===== src/rtl/unsigned_shift_add_multiplier.sv =====
// Sequential unsigned multiply-accumulate: {product_hi, product_lo} = multiplicand * multiplier + addend,
// one multiplier bit per cycle, with a go/done handshake shared with the restoring divider.
module unsigned_shift_add_multiplier #(
  parameter int WIDTH = 32
) (
  input  logic             clk,
  input  logic             rst,
  input  logic             go,
  input  logic [WIDTH-1:0] multiplicand,
  input  logic [WIDTH-1:0] multiplier,
  input  logic [WIDTH-1:0] addend,
  output logic             busy,
  output logic             done,
  output logic [WIDTH-1:0] product_hi,
  output logic [WIDTH-1:0] product_lo,
  output logic             overflow
);

  localparam int CW = $clog2(WIDTH + 1);

  typedef enum logic [1:0] {ST_WAIT, ST_COMPUTE, ST_DONE} state_t;

  state_t           state_q, state_d;
  logic [WIDTH:0]   p_hi_q, p_hi_d;
  logic [WIDTH-1:0] p_lo_q, p_lo_d;
  logic [WIDTH-1:0] m_q, m_d;
  logic [CW-1:0]    cnt_q, cnt_d;
  logic             busy_q, busy_d;
  logic             done_q, done_d;
  logic             ovf_q, ovf_d;
  logic [WIDTH-1:0] prod_hi_q, prod_hi_d;
  logic [WIDTH-1:0] prod_lo_q, prod_lo_d;

  logic [WIDTH:0]   sum;
  logic [WIDTH:0]   sh_hi;
  logic [WIDTH-1:0] sh_lo;
  logic [CW-1:0]    cnt_dec;

  // One add-and-shift step; the carry out of the add lands in the top bit of the shifted pair.
  always_comb begin
    sum     = p_lo_q[0] ? (p_hi_q + {1'b0, m_q}) : p_hi_q;
    sh_hi   = {1'b0, sum[WIDTH:1]};
    sh_lo   = {sum[0], p_lo_q[WIDTH-1:1]};
    cnt_dec = cnt_q - CW'(1);
  end

  always_comb begin
    state_d   = state_q;
    p_hi_d    = p_hi_q;
    p_lo_d    = p_lo_q;
    m_d       = m_q;
    cnt_d     = cnt_q;
    busy_d    = busy_q;
    done_d    = done_q;
    ovf_d     = ovf_q;
    prod_hi_d = prod_hi_q;
    prod_lo_d = prod_lo_q;
    case (state_q)
      ST_WAIT: begin
        if (go) begin
          // Addend sits in the upper half so WIDTH right shifts bring it down to weight 1.
          p_hi_d  = {1'b0, addend};
          p_lo_d  = multiplier;
          m_d     = multiplicand;
          cnt_d   = CW'(WIDTH);
          busy_d  = 1'b1;
          state_d = ST_COMPUTE;
        end
      end
      ST_COMPUTE: begin
        p_hi_d = sh_hi;
        p_lo_d = sh_lo;
        cnt_d  = cnt_dec;
        if (cnt_dec == '0) begin
          prod_hi_d = sh_hi[WIDTH-1:0];
          prod_lo_d = sh_lo;
          ovf_d     = |sh_hi[WIDTH-1:0];
          done_d    = 1'b1;
          state_d   = ST_DONE;
        end
      end
      ST_DONE: begin
        done_d  = 1'b0;
        busy_d  = 1'b0;
        state_d = ST_WAIT;
      end
      default: begin
        state_d = ST_WAIT;
        busy_d  = 1'b0;
        done_d  = 1'b0;
      end
    endcase
  end

  always_ff @(posedge clk) begin
    if (rst) begin
      state_q   <= ST_WAIT;
      p_hi_q    <= '0;
      p_lo_q    <= '0;
      m_q       <= '0;
      cnt_q     <= '0;
      busy_q    <= 1'b0;
      done_q    <= 1'b0;
      ovf_q     <= 1'b0;
      prod_hi_q <= '0;
      prod_lo_q <= '0;
    end else begin
      state_q   <= state_d;
      p_hi_q    <= p_hi_d;
      p_lo_q    <= p_lo_d;
      m_q       <= m_d;
      cnt_q     <= cnt_d;
      busy_q    <= busy_d;
      done_q    <= done_d;
      ovf_q     <= ovf_d;
      prod_hi_q <= prod_hi_d;
      prod_lo_q <= prod_lo_d;
    end
  end

  assign busy       = busy_q;
  assign done       = done_q;
  assign overflow   = ovf_q;
  assign product_hi = prod_hi_q;
  assign product_lo = prod_lo_q;

endmodule


===== config.mk =====
export PLATFORM = sky130hd
export DESIGN_NAME = unsigned_shift_add_multiplier
export DESIGN_NICKNAME = d
export VERILOG_FILES = /design/src/rtl/unsigned_shift_add_multiplier.sv
export SDC_FILE = /design/constraint.sdc
export NUM_CORES = 1
export LEC_CHECK = 0
export CAP_MARGIN = 15
export CELL_PAD_IN_SITES_DETAIL_PLACEMENT = 1
export CELL_PAD_IN_SITES_GLOBAL_PLACEMENT = 2
export CORE_MARGIN = 10
export CORE_UTILIZATION = 30
export CTS_CLUSTER_SIZE = 30
export DETAILED_ROUTE_END_ITERATION = 16
export PLACE_DENSITY_LB_ADDON = 0.12
export SKIP_CTS_REPAIR_TIMING = 1
export SYNTH_ARGS = -nofsm -noshare
export SYNTH_HDL_FRONTEND = slang
export SYNTH_SLANG_ARGS = --single-unit

===== constraint.sdc =====
create_clock -name clk -period 3.78 [get_ports clk]
set_input_delay 1.134 -clock clk [delete_from_list [all_inputs] [get_ports clk]]
set_output_delay 1.134 -clock clk [all_outputs]
set_load 0.05 [all_outputs]

==> impl_metrics.csv, run 1 <==
group,metric,value,unit
sta,layout_min_cycle_time,3.63,ns
floorplanning,start_util,30.2,%
setup_path,end_kind,"flop",
setup_path,crit_family,"compound AO/OA/AOI/OAI gates",
sta,rsz0062_at_grt,"no",
placement,gp_congestion,0.814,
run_status,status,"finished clean",
setup_path,critPathLaunchType,"flop",
setup_path,crit_chain,"ha_1 -> fa_1 -> a211oi_2 -> o21ai_1 -> a211oi_2 -> nand2_1 -> a31o_1 -> o21a_1 -> nor4b_1 -> and4_1 -> o2111a_1 -> a211oi_1",
floorplanning,coreArea,29500,um^2
clock_network,cts_tree,"built",
clock_network,cts_sinks,171,
floorplanning,ioPinCount,166,
yosys,yosysSeqAreaShare,38.4,%
yosys,synth_edf_count,0,
sta,fmax,0.275,GHz
sta,slew_violations,0,
detailed_routing,vias,8683,
placement,dp_hpwl,22.8,mm
detailed_routing,via_per_inst,5.17,
sta,fin_worst_skew,0.00904,ns
finish,area_growth,29.4,%
yosys,synth_fa_ha_area_share,5.00,%
pwr,powerDensity,419,nW/um^2
floorplanning,die_y,192,um
yosys,synthXorXnorAreaFrac,1.47,%
yosys,synth_compound_area_share,23.3,%
sta,setup_tns,0,ns
detailed_routing,drt_first_iter_violations,396,
yosys,netlist_area,8910,um^2
yosys,postSynthCellCount,1160,
pwr,peakVddDrop,0.000286,V
grt,grt_pass1_wl,51.4,mm
sta,whs,0.455,ns
setup_path,cp_slowest_cell,"fa_1",
placement,io_buffers,165,
finish,nets,1411,
clock_network,clkLatencyLatePin,0.44,ns
finish,finalInstanceArea,11500,um^2
yosys,synth_nets,1294,
setup_path,cp_num_buf_inv,0,
finish,antenna_cells,0,
yosys,synth_top_flop_cell,"dfxtp_1",
yosys,synth_top_cell_area_share,38.4,%
placement,dp.cells,1648,
clock_network,htree_levels,4,
sta,setup_viol,0,
clock_network,cts.clk_slew.worst_paths,0.07,ns
worst_hold_path,hold_path_class,"reg2reg",
grt,grt_pass1_vias,9172,
detailed_routing,wl_per_cell,19.1,um
yosys,synth_mux_area_share,1.63,%
yosys,synth-seq-cells,171,
placement,placed_cell_area,10900,um^2
setup_path,critPathMaxStageDelay,0.46,ns
clock_network,cts_root_buffer,"clkbuf_16",
yosys,synth_top_family_by_area,"simple AND/OR/NAND/NOR gates",
floorplanning,die_area,37000,um^2
yosys,yosysWarnings,0,
grt,grt_overflow,0,
flow_run,drv_cap,0,
detailed_routing,totalWireLength,32.2,mm
pwr,power_leakage,4.28,nW
setup_path,required,4.09,ns
yosys,yosys.area_share.simple,25.9,%
detailed_routing,drt_pass1_iterations,4,
yosys,netlist-cell-type-count,72,
yosys,synth_area_leaders,"dfxtp_1 38%, nand2_1 12%, a21oi_1 6.3%",
floorplanning,die_w,192,um
yosys,synthArstFlopShare,0,%
floorplanning,rows,63,
grt,grt_max_degree,95,
sta,timing.final.crit_share,96.1,%
yosys,synth_top_area_cell,"dfxtp_1",
finish,drive_above_1_share,6.28,%
sta,finalHoldViolCount,0,
sta,slew_headroom,30.8,%
setup_path,path_common_cell,"a211oi_2",
clock_network,cts_made_buffers,17,
setup_path,worstPathArrival,3.94,ns
setup_path,crit_type,"reg2reg",
sta,worst_pin_slew,1.04,ns
yosys,syn_avg_cell_area,7.68,um^2
setup_path,crit_fanout,4,
detailed_routing,drcViolationCount,0,
grt,grt_usage,17.4,%
detailed_routing,ant_nets,0,
grt,antenna_found_initial,0,
finish,instances_no_fill,1680,
clock_network,clockBufferDepth,2,
metrics by stage:
stage	power (mW)	util [%]	worst slack, ns
detailed placement	3.00	37.0	0.173
global placement	2.99	37.0	0.319
CTS	4.91	39.1	0.141
floorplan	2.63	-	0.662
global route	5.10	39.1	0.0100
finish	4.83	39.1	0.146
layout make-up:
| type | instances | area (um^2) |
|---|---|---|
| inverter | 13 | 48.8 |
| sequential | 171 | 3420 |
| clock inverter | 14 | 181 |
| tap | 390 | 488 |
| multi-input combinational | 893 | 5140 |
| clock buffer | 18 | 429 |
| fill | 3534 | 17900 |
| timing repair buffer | 181 | 1820 |
final timing paths:
kind | start | endpoint | slack, ns | cells after the start
worst max-delay path | p_hi_q[0]$_SDFFE_PP0P_ | overflow$_SDFFE_PP0P_ | 0.15 | 12
worst min register to register | product_lo[28]$_SDFFE_PP0P_ | product_lo[28]$_SDFFE_PP0P_ | 0.45 | 2
worst max register to register | p_hi_q[0]$_SDFFE_PP0P_ | overflow$_SDFFE_PP0P_ | 0.15 | 12
worst min-delay path | product_lo[28]$_SDFFE_PP0P_ | product_lo[28]$_SDFFE_PP0P_ | 0.45 | 2
routing by layer:
layer | wire length [um] | up-vias | global-route usage [%] | part of all wire (%)
met5 | 0 | - | 0 | 0
met1 | 15800 | 4172 | 22.9 | 49
met2 | 14900 | 123 | 28.5 | 46
met4 | 381 | 0 | 4.53 | 1.2
li1 | - | 4367 | - | -
met3 | 1130 | 21 | 3.16 | 3.5
logic make-up after synthesis:
logic type	count (synthesis)
AND/OR/NAND/NOR	533
adder cells (fa/ha/maj)	35
AO/OA/AOI/OAI	296
buffers and inverters	96
multiplexers	14
XOR/XNOR	15
flip-flops	171
worst reg2reg max path: cells and delay by family, from the launching register on:
family	cells	cell delay, ns
AO/OA/AOI/OAI	7	1.69
AND/OR/NAND/NOR	3	0.78
adder cells (fa/ha/maj)	2	0.73
flip-flops	1	0.33
cells in the final DEF (no fill, tap or decap), drive strengths merged, types with 3 or more instances in the layout:
cell	netlist	routed
o211ai	5	5
a21oi	117	117
mux2i	10	10
buf	12	17
dfxtp	171	171
xnor2	10	10
o21a	4	4
and4	4	4
a211oi	50	50
nand2b	9	9
o221a	4	4
a21o	10	10
or3	3	3
a31oi	6	6
inv	13	20
clkinv	0	4
nand2	286	286
xor2	5	5
clkbuf	71	18
o2111a	3	3
nor3b	5	5
and2	6	6
o21ai	17	17
bufinv	0	3
nand4	11	11
nor4	5	5
mux2	4	4
nor2b	6	6
and3	19	19
clkdlybuf4s50	0	164
nand3	11	11
nand3b	6	6
a311oi	45	45
a221o	5	5
a2111oi	5	5
nor2	131	131
ha	34	34
nor3	22	22
sequential cells by signal (all words and copies together) (netlist names), 2 cells and up:
name / cells
cnt_q: 6
m_q: 32
p_hi_q: 32
p_lo_q: 32
product_hi: 32
product_lo: 32
state_q: 2
cells in the mapped netlist, types with 3 or more instances:
cell / instances
a2111oi_0: 5
a211oi_1: 46
a211oi_2: 3
a21o_1: 10
a21oi_1: 113
a21oi_2: 4
a221o_1: 5
a311oi_1: 45
a31oi_1: 6
and2_1: 6
and3_1: 19
and4_1: 4
buf_1: 6
buf_2: 4
clkbuf_1: 71
dfxtp_1: 171
ha_1: 34
inv_1: 13
mux2_2: 4
mux2i_1: 10
nand2_1: 286
nand2b_1: 9
nand3_1: 10
nand3b_1: 6
nand4_1: 11
nor2_1: 131
nor2b_1: 6
nor3_1: 22
nor3b_1: 5
nor4_1: 4
o2111a_1: 3
o211ai_2: 4
o21a_1: 4
o21ai_0: 13
o21ai_1: 4
o221a_2: 4
or3_1: 3
xnor2_1: 10
xor2_1: 5
report_power, final:
| group | leakage (nW) | total, mW | switching (mW) | internal (mW) |
|---|---|---|---|---|
| Sequential | 1.40 | 2.00 | 0.0980 | 1.91 |
| Clock | 0.302 | 1.88 | 0.824 | 1.06 |
| Combinational | 2.58 | 0.946 | 0.559 | 0.387 |
| Total | 4.28 | 4.83 | 1.48 | 3.35 |
Power figures use the tool's default switching activity.
==> run 2: changes to the inputs <==
--- a/config.mk
+++ b/config.mk
@@ -5,11 +5,12 @@
 export SDC_FILE = /design/constraint.sdc
 export NUM_CORES = 1
 export LEC_CHECK = 0
+export ABC_AREA = 1
 export CAP_MARGIN = 15
 export CELL_PAD_IN_SITES_DETAIL_PLACEMENT = 1
 export CELL_PAD_IN_SITES_GLOBAL_PLACEMENT = 2
 export CORE_MARGIN = 10
-export CORE_UTILIZATION = 30
+export CORE_UTILIZATION = 28
 export CTS_CLUSTER_SIZE = 30
 export DETAILED_ROUTE_END_ITERATION = 16
 export PLACE_DENSITY_LB_ADDON = 0.12
==> run 2 against run 1 <==
Sequential share of layout area fell by 1.1 points. Register-to-register slack better by 0.91 ns. Clock skew rose by 0.0061 ns. Sequential power about the same. Worst hold slack better by 0.014 ns. Largest cell class unchanged. Final area grew 3.7%. Wire length increased by 17%. Area after synthesis is 4.7% higher. Clock-buffer cell count did not move. Combinational power down 6.9%. Clock power fell by 3%.
==> impl_metrics.csv, run 2 <==
group,metric,value,unit
detailed_routing,ant_nets,0,
setup_path,worstPathArrival,1.71,ns
setup_path,cp_num_buf_inv,1,
grt,antenna_found_initial,1,
detailed_routing,drcViolationCount,0,
yosys,synth_area_leaders,"dfxtp_1 37%, nand2_1 21%, nand3_1 9.4%",
setup_path,crit_chain,"clkdlybuf4s50_1",
clock_network,clockBufferDepth,2,
finish,seqCellArea,3420,um^2
yosys,synthArstFlopShare,0,%
pwr,powerDensity,391,nW/um^2
detailed_routing,drt_pass1_iterations,5,
detailed_routing,via_per_inst,4.77,
run_status,status,"finished clean",
pwr,clockPowerShare,39.0,%
yosys,ys_top_cells_by_count,"513 x nand2_1, 175 x nand3_1, 171 x dfxtp_1, 147 x inv_1, 128 x nor2_1",
pwr,intPower,3.21,mW
yosys,syn_avg_cell_area,6.39,um^2
clock_network,cts.clk_slew.worst_paths,0.07,ns
finish,antenna_cells,0,
sta,timing.final.crit_share,75.3,%
clock_network,cts_tree,"built",
clock_network,cts_root_buffer,"clkbuf_16",
finish,post-route-util,36.6,%
yosys,synth_top_area_cell,"dfxtp_1",
floorplanning,coreArea,32700,um^2
finish,instances_no_fill,2049,
sta,fmax,0.351,GHz
finish,multi_input_area,5040,um^2
grt,grt_pass1_wl,59.0,mm
yosys,synth_top_family_by_area,"simple AND/OR/NAND/NOR gates",
sta,rsz0062_at_grt,"no",
yosys,netlist-cell-type-count,38,
pwr,p_sw,1.47,mW
placement,dp.cells,2017,
sta,setup_tns,0,ns
setup_path,crit_fanout,2,
finish,fill_cells,4232,
yosys,synthMostInstantiatedCell,"nand2_1",
yosys,synth_fa_ha_area_share,4.77,%
yosys,synth-seq-cells,171,
finish,layout_commonest_cell,"nand2_1",
yosys,postSynthCellCount,1462,
placement,gp_congestion,0.848,
pwr,power_frac_seq,42.2,%
grt,grt_pass1_vias,10300,
yosys,synth_mux_area_share,0.107,%
clock_network,htree_levels,4,
clock_network,cts_sinks,171,
sta,whs,0.468,ns
sta,slew_violations,0,
placement,io_buffers,165,
sta,worst_pin_slew,0.829,ns
yosys,yosys.area_share.simple,38.2,%
finish,area_growth,28.1,%
pwr,power_leakage,5.33,nW
worst_hold_path,hold_path_class,"reg2reg",
floorplanning,ioPinCount,166,
floorplanning,rows,66,
sta,finalHoldViolCount,0,
clock_network,clkLatencyLatePin,0.45,ns
finish,drive_above_1_share,4.60,%
pwr,power.share.switching,31.4,%
sta,layout_min_cycle_time,2.85,ns
setup_path,critPathLaunchType,"flop",
detailed_routing,drt_first_iter_violations,407,
pwr,peakVddDrop,0.000322,V
placement,dp_hpwl,28.2,mm
yosys,netlist_area,9340,um^2
floorplanning,die_w,203,um
floorplanning,die_y,203,um
setup_path,crit_family,"buffers and inverters",
setup_path,end_kind,"primary output",
detailed_routing,totalWireLength,37.5,mm
yosys,synth_top_flop_cell,"dfxtp_1",
clock_network,cts_made_buffers,17,
flow_run,drv_cap,0,
sta,setup_viol,0,
setup_path,cp_slowest_cell,"clkdlybuf4s50_1",
yosys,yosysWarnings,0,
finish,final_cell_mix,"513 x nand2_1, 175 x nand3_1, 171 x dfxtp_1",
setup_path,critPathMaxStageDelay,0.85,ns
yosys,synth_edf_count,0,
yosys,synthXorXnorAreaFrac,0.563,%
sta,slew_headroom,44.7,%
yosys,yosysSeqAreaShare,36.7,%
yosys,synth_top_cell_area_share,36.7,%
grt,grt_usage,18.1,%
sta,fin_worst_skew,0.0151,ns
finish,nets,1728,
detailed_routing,vias,9774,
grt,grt_max_degree,96,
yosys,synth_nets,1596,
floorplanning,die_area,41000,um^2
floorplanning,start_util,28.5,%
setup_path,crit_type,"reg2out",
grt,grt_overflow,0,
pwr,p_comb_share,18.8,%
setup_path,required,2.65,ns
yosys,synth_compound_area_share,10.1,%
detailed_routing,wl_per_cell,18.3,um
[run 2: cell types whose count changed after synthesis, sizes merged, moves of 13 or more]
cell,change
inv,+136
a311oi,-45
and3,-19
a211oi,-50
nand2,+228
nor3,-15
nand3,+164
clkbuf,-31
a21oi,-85
o21ai,+54
a31oi,+55
or2,+13
buf,+16
[run 2: logic make-up (layout without fill, tap and decap cells)]
logic type | Yosys count | in the layout
simple gates | 861 | 861
buf+inv | 218 | 363
flops | 171 | 171
compound gates | 170 | 170
fa+ha+maj | 35 | 35
xor+xnor | 6 | 6
mux | 1 | 1
[run 2: final timing paths]
kind,start,endpoint,slack [ns],depth (start not counted)
setup / recovery,product_hi[13]$_SDFFE_PP0P_,product_hi[13],0.93,1
hold / removal,p_lo_q[5]$_SDFFE_PP0P_,product_lo[4]$_SDFFE_PP0P_,0.47,2
setup reg to reg,cnt_q[1]$_SDFFE_PP0P_,overflow$_SDFFE_PP0P_,1.06,10
hold reg to reg,p_lo_q[5]$_SDFFE_PP0P_,product_lo[4]$_SDFFE_PP0P_,0.47,2
[run 2: metal layers]
layer / GRT usage [%] / share of wire [%]
met5: 0 / 0.035
met4: 3.04 / 0.68
met3: 3.84 / 3.6
met2: 30.9 / 48
met1: 23.3 / 48
[run 2: final cells by class]
class,instances,share of cell area (%)
multi-input combinational,1073,42.1
sequential,171,28.6
timing repair buffer,181,15.0
inverter,150,4.71
tap,442,4.62
clock buffer,18,3.59
clock inverter,14,1.33
[run 2: stage by stage]
stage	area [um^2]	setup WS, ns	power [mW]
detailed placement	11400	0.754	2.91
CTS	12000	0.900	4.75
global route	12000	0.744	4.93
global placement	11400	0.766	2.89
floorplan	9340	1.53	2.54
finish	12000	0.934	4.68
[run 2: power by group through the flow]
stage,Sequential (mW),Clock (mW),Combinational [mW]
6_report,1.98,1.82,0.881
5_1_grt,1.99,1.95,0.994
3_5_place_dp,2.02,0,0.889
4_1_cts,1.98,1.88,0.894
2_1_floorplan,1.99,0,0.553
3_3_place_gp,2.02,0,0.875
==> patch 1 (flow settings as in run 1) <==
Register the output `product_lo` once more, with the module's reset; this adds one clock of latency there. The other outputs are not delayed to match.
--- a/src/rtl/unsigned_shift_add_multiplier.sv
+++ b/src/rtl/unsigned_shift_add_multiplier.sv
@@ -122,7 +122,13 @@
   assign done       = done_q;
   assign overflow   = ovf_q;
   assign product_hi = prod_hi_q;
-  assign product_lo = prod_lo_q;
+  always_ff @(posedge clk) begin
+    if (rst) begin
+      product_lo <= '0;
+    end else begin
+      product_lo <= prod_lo_q;
+    end
+  end
 
 endmodule
 
Function: same outputs for any inputs over 10 cycles, from zero or initial values and one cycle with rst high; that may be too few to reach the edited logic, so the function may still have changed.
==> patch 1 against run 1 <==
  * Routed wire length rose by 8.6%
  * Worst setup slack improved by 140 ps
  * Sequential share of layout area rose by 2.4 points
  * First-iteration DRC count rose by 15%
  * Combinational power rose by 4.1%
  * Final area rose by 10%
  * Synthesized area rose by 10%
  * Synthesized cell count rose by 7.3%
  * Sequential cell count rose by 32
  * Total power rose by 15%
  * Critical path type unchanged
  * Critical path depth fell by 1
  * Clock power rose by 19%
  * Global-route usage fell by 0.67 points
==> patch 1: results (changes against run 1) <==
CTS Buffer Depth -> 3 (+1)
status -> finished clean
placed cells -> 1782 (+8.1%)
critical path peak fanout -> 6 (+2)
slowest CP cell -> or4_1
half-perimeter wire length after placement -> 24700 um (+8.5%)
clock buffer count from CTS -> 25 (+8)
ratio of cells with drive above 1 in the final layout -> 0.0578 (-0.00499)
first-pass GRT wire length -> 55700 um (+8.3%)
Worst path max stage delay -> 590 ps (+130 ps)
WL final -> 34900 um (+8.6%)
H-tree levels -> 1 (-3)
largest net degree at the start of global routing -> 85 (-11%)
ranking of synthesized cells by area -> dfxtp_1 41%, nand2_1 11%, a21oi_1 6.2%
Commonest cells post-synth -> 295 x nand2_1, 203 x dfxtp_1, 121 x a21oi_1, 119 x nor2_1, 70 x clkbuf_1
GP Congestion -> 0.879 (+7.9%)
Cells after Synth -> 1245 (+7.3%)
clk_lat worst skew -> 530 ps (+90 ps)
ant diodes -> 0 (unchanged)
Top delay family on crit path -> simple AND/OR/NAND/NOR gates
unique cell type count in the Yosys netlist -> 73 (+1.4%)
Avg WL per Cell -> 19.1 um (-0.12%)
Worst VDD drop -> 0.280 mV (-2.1%)
Post-Syn Nets -> 1379 (+6.6%)
filler instances -> 3864 (+9.3%)
Setup Skew -> 23.6 ps (+14.6 ps)
vias in the first global route -> 9650 (+5.2%)
Crit path arrival time -> 3890 ps (-50 ps)
register area share after synthesis -> 0.413 (+0.0289)
Global Route Usage Sum -> 0.167 (-0.00668)
r2r setup slk -> 290 ps (+140 ps)
slew margin rel. -> 0.401 (+0.0926)
DRT iter0 DRCs -> 456 (+15%)
[patch 1: cell count changes in the layout (fill, tap and decap cells not counted), sizes merged, moves of 9 or more]
cell	delta
dfxtp	+32
nor2	-10
clkbuf	+22
nor2b	+33
nand2	+9
o21ai	+11
[patch 1: path summary, 6_finish.rpt]
kind                                     from       endpoint  depth (start not counted)
worst max-delay path                p_hi_q[0]       overflow                         11
worst min-delay path            prod_lo_q[11]  prod_lo_q[11]                          2
worst max register to register      p_hi_q[0]       overflow                         11
worst min register to register  prod_lo_q[11]  prod_lo_q[11]                          2
[patch 1: layout make-up]
type,count,share of cell area
Clock buffer,40,0.0569
Multi-Input combinational cell,937,0.425
Timing Repair Buffer,184,0.147
Sequential cell,203,0.321
Clock inverter,4,0.00227
Tap cell,442,0.0436
Inverter,16,0.00474
[patch 1: metrics by stage]
step           setup slack (ps)  cell area, um^2
2_1_floorplan               777             9840
3_3_place_gp                370            11900
3_5_place_dp                280            11900
4_1_cts                     292            12700
5_1_grt                    14.4            12700
6_report                    288            12700
[patch 1: cells by family after synthesis]
| kind of cell | after synthesis | synth area share |
|---|---|---|
| and+or+nand+nor | 546 | 0.245 |
| AOI/OAI and AO/OA | 323 | 0.223 |
| DFF | 203 | 0.413 |
| buffers and inverters | 105 | 0.0417 |
| adders and majority gates | 35 | 0.0453 |
| muxes | 17 | 0.0174 |
| xor gates and xnor gates | 16 | 0.0150 |
[patch 1: worst min-delay path, delay by kind of cell (launching register included)]
kind               cells  cell delay (ps)
DFF                    1              300
and+or+nand+nor        1               50
AOI/OAI and AO/OA      1               50
[patch 1: routing by layer]
| layer | part of all wire | wire [um] | track usage |
|---|---|---|---|
| met4 | 0.021 | 731 | 0.0368 |
| met3 | 0.040 | 1380 | 0.0294 |
| met5 | 0 | 0 | 0 |
| met1 | 0.48 | 16800 | 0.221 |
| met2 | 0.46 | 16000 | 0.277 |
[patch 1: power by group]
group | internal, mW | total [mW] | leakage (nW) | switching [mW]
Clock | 1.30 | 2.24 | 0.364 | 0.939
Combinational | 0.393 | 0.985 | 2.62 | 0.592
Sequential | 2.25 | 2.34 | 1.66 | 0.0968
==> patch 2 (flow settings as in run 1) <==
Made on the original files. Change the parameter `WIDTH` from 32 to 64.
--- a/src/rtl/unsigned_shift_add_multiplier.sv
+++ b/src/rtl/unsigned_shift_add_multiplier.sv
@@ -1,7 +1,7 @@
 // Sequential unsigned multiply-accumulate: {product_hi, product_lo} = multiplicand * multiplier + addend,
 // one multiplier bit per cycle, with a go/done handshake shared with the restoring divider.
 module unsigned_shift_add_multiplier #(
-  parameter int WIDTH = 32
+  parameter int WIDTH = 64
 ) (
   input  logic             clk,
   input  logic             rst,
Interface: changed (5 resized); port bits go from 166 to 326. The function was not compared with the original's and may differ.
==> patch 2 against run 1 <==
  * The run now ends with setup timing left
  * Total power rose by 110%
  * Routed wire length rose to 2.6 times the old value
  * Worst setup slack got worse by 200 ps
  * Count of clock-buffer cells in the layout rose by 40
  * Clock skew rose by 15 ps
  * Largest cell class unchanged
  * Hold slack got worse by 2.2 ps
  * Final area rose by 120%
  * Via count rose by 120%
  * Utilization rose by 4.1 points
  * Critical path type unchanged
  * Sequential cell count rose by 161
  * First-iteration DRC count rose by 140%
  * Synthesized area rose by 99%
  * Sequential power rose by 93%
==> patch 2: results (changes against run 1) <==
Min-Delay Endpoint -> product_hi[45]
critical path peak fanout -> 3 (-1)
count of input and output buffers -> 325 (+97%)
Crit path arrival time -> 4280 ps (+340 ps)
Finish-stage setup viols -> 1 (+1)
clock power share -> 0.395 (+0.006)
placed cells -> 3579 (+120%)
fin worst setup slack -> -52.2 ps (-198 ps)
Pre-Repair DR Iteration Count -> 5 (+1)
slowest CP cell -> fa_2
met2 routed WL -> 39200 um (+160%)
Commonest cells post-synth -> 528 x nand2_1, 332 x dfxtp_1, 287 x nor2_1, 283 x a21oi_1, 135 x clkbuf_1
register area share after synthesis -> 0.375 (-0.00902)
unique cell type count in the Yosys netlist -> 83 (+15%)
status -> finished, violations left
mux contribution to synthesized area -> 0.0280 (+0.0117)
Cells after Synth -> 2356 (+100%)
sequential power -> 3.85 mW (+93%)
clk_lat worst skew -> 580 ps (+140 ps)
Net Sw Frac -> 0.303 (-0.00349)
M1 wire length -> 39400 um (+150%)
violated checks -> setup timing
Top delay family on crit path -> simple AND/OR/NAND/NOR gates
half-perimeter wire length after placement -> 64700 um (+180%)
ratio of cells with drive above 1 in the final layout -> 0.161 (+0.0983)
==> patch 2: cell types whose count changed after synthesis, sizes merged, moves of 32 or more <==
cell / change
dfxtp: +161
nand2: +242
a21oi: +169
o21ai: +62
nor2: +156
clkbuf: +66
ha: +32
a22oi: +36
==> patch 2: layer usage <==
layer,vias up,track usage
met4,6,0.0564
met5,-,0
met1,9587,0.308
met3,98,0.0402
met2,422,0.385
li1,9338,-
==> patch 2: layout make-up <==
type                       instances  area [um^2]
timing repair buffer             622         5690
sequential                       332         6650
tap                              773          967
clock inverter                    12          125
antenna                            2         5.00
clock buffer                      58         1200
fill                            7069        33400
multi-input combinational       1831        10700
inverter                          25         93.8
==> patch 2: metrics by stage <==
stage / setup WS, ps / setup TNS, ps / cell area (um^2)
finish: -52.2 / -52.2 / 25400
global route: -230 / -321 / 25400
CTS: -409 / -797 / 25000
detailed placement: -388 / -648 / 23700
global placement: -287 / -563 / 23700
floorplan: 181 / 0 / 17700
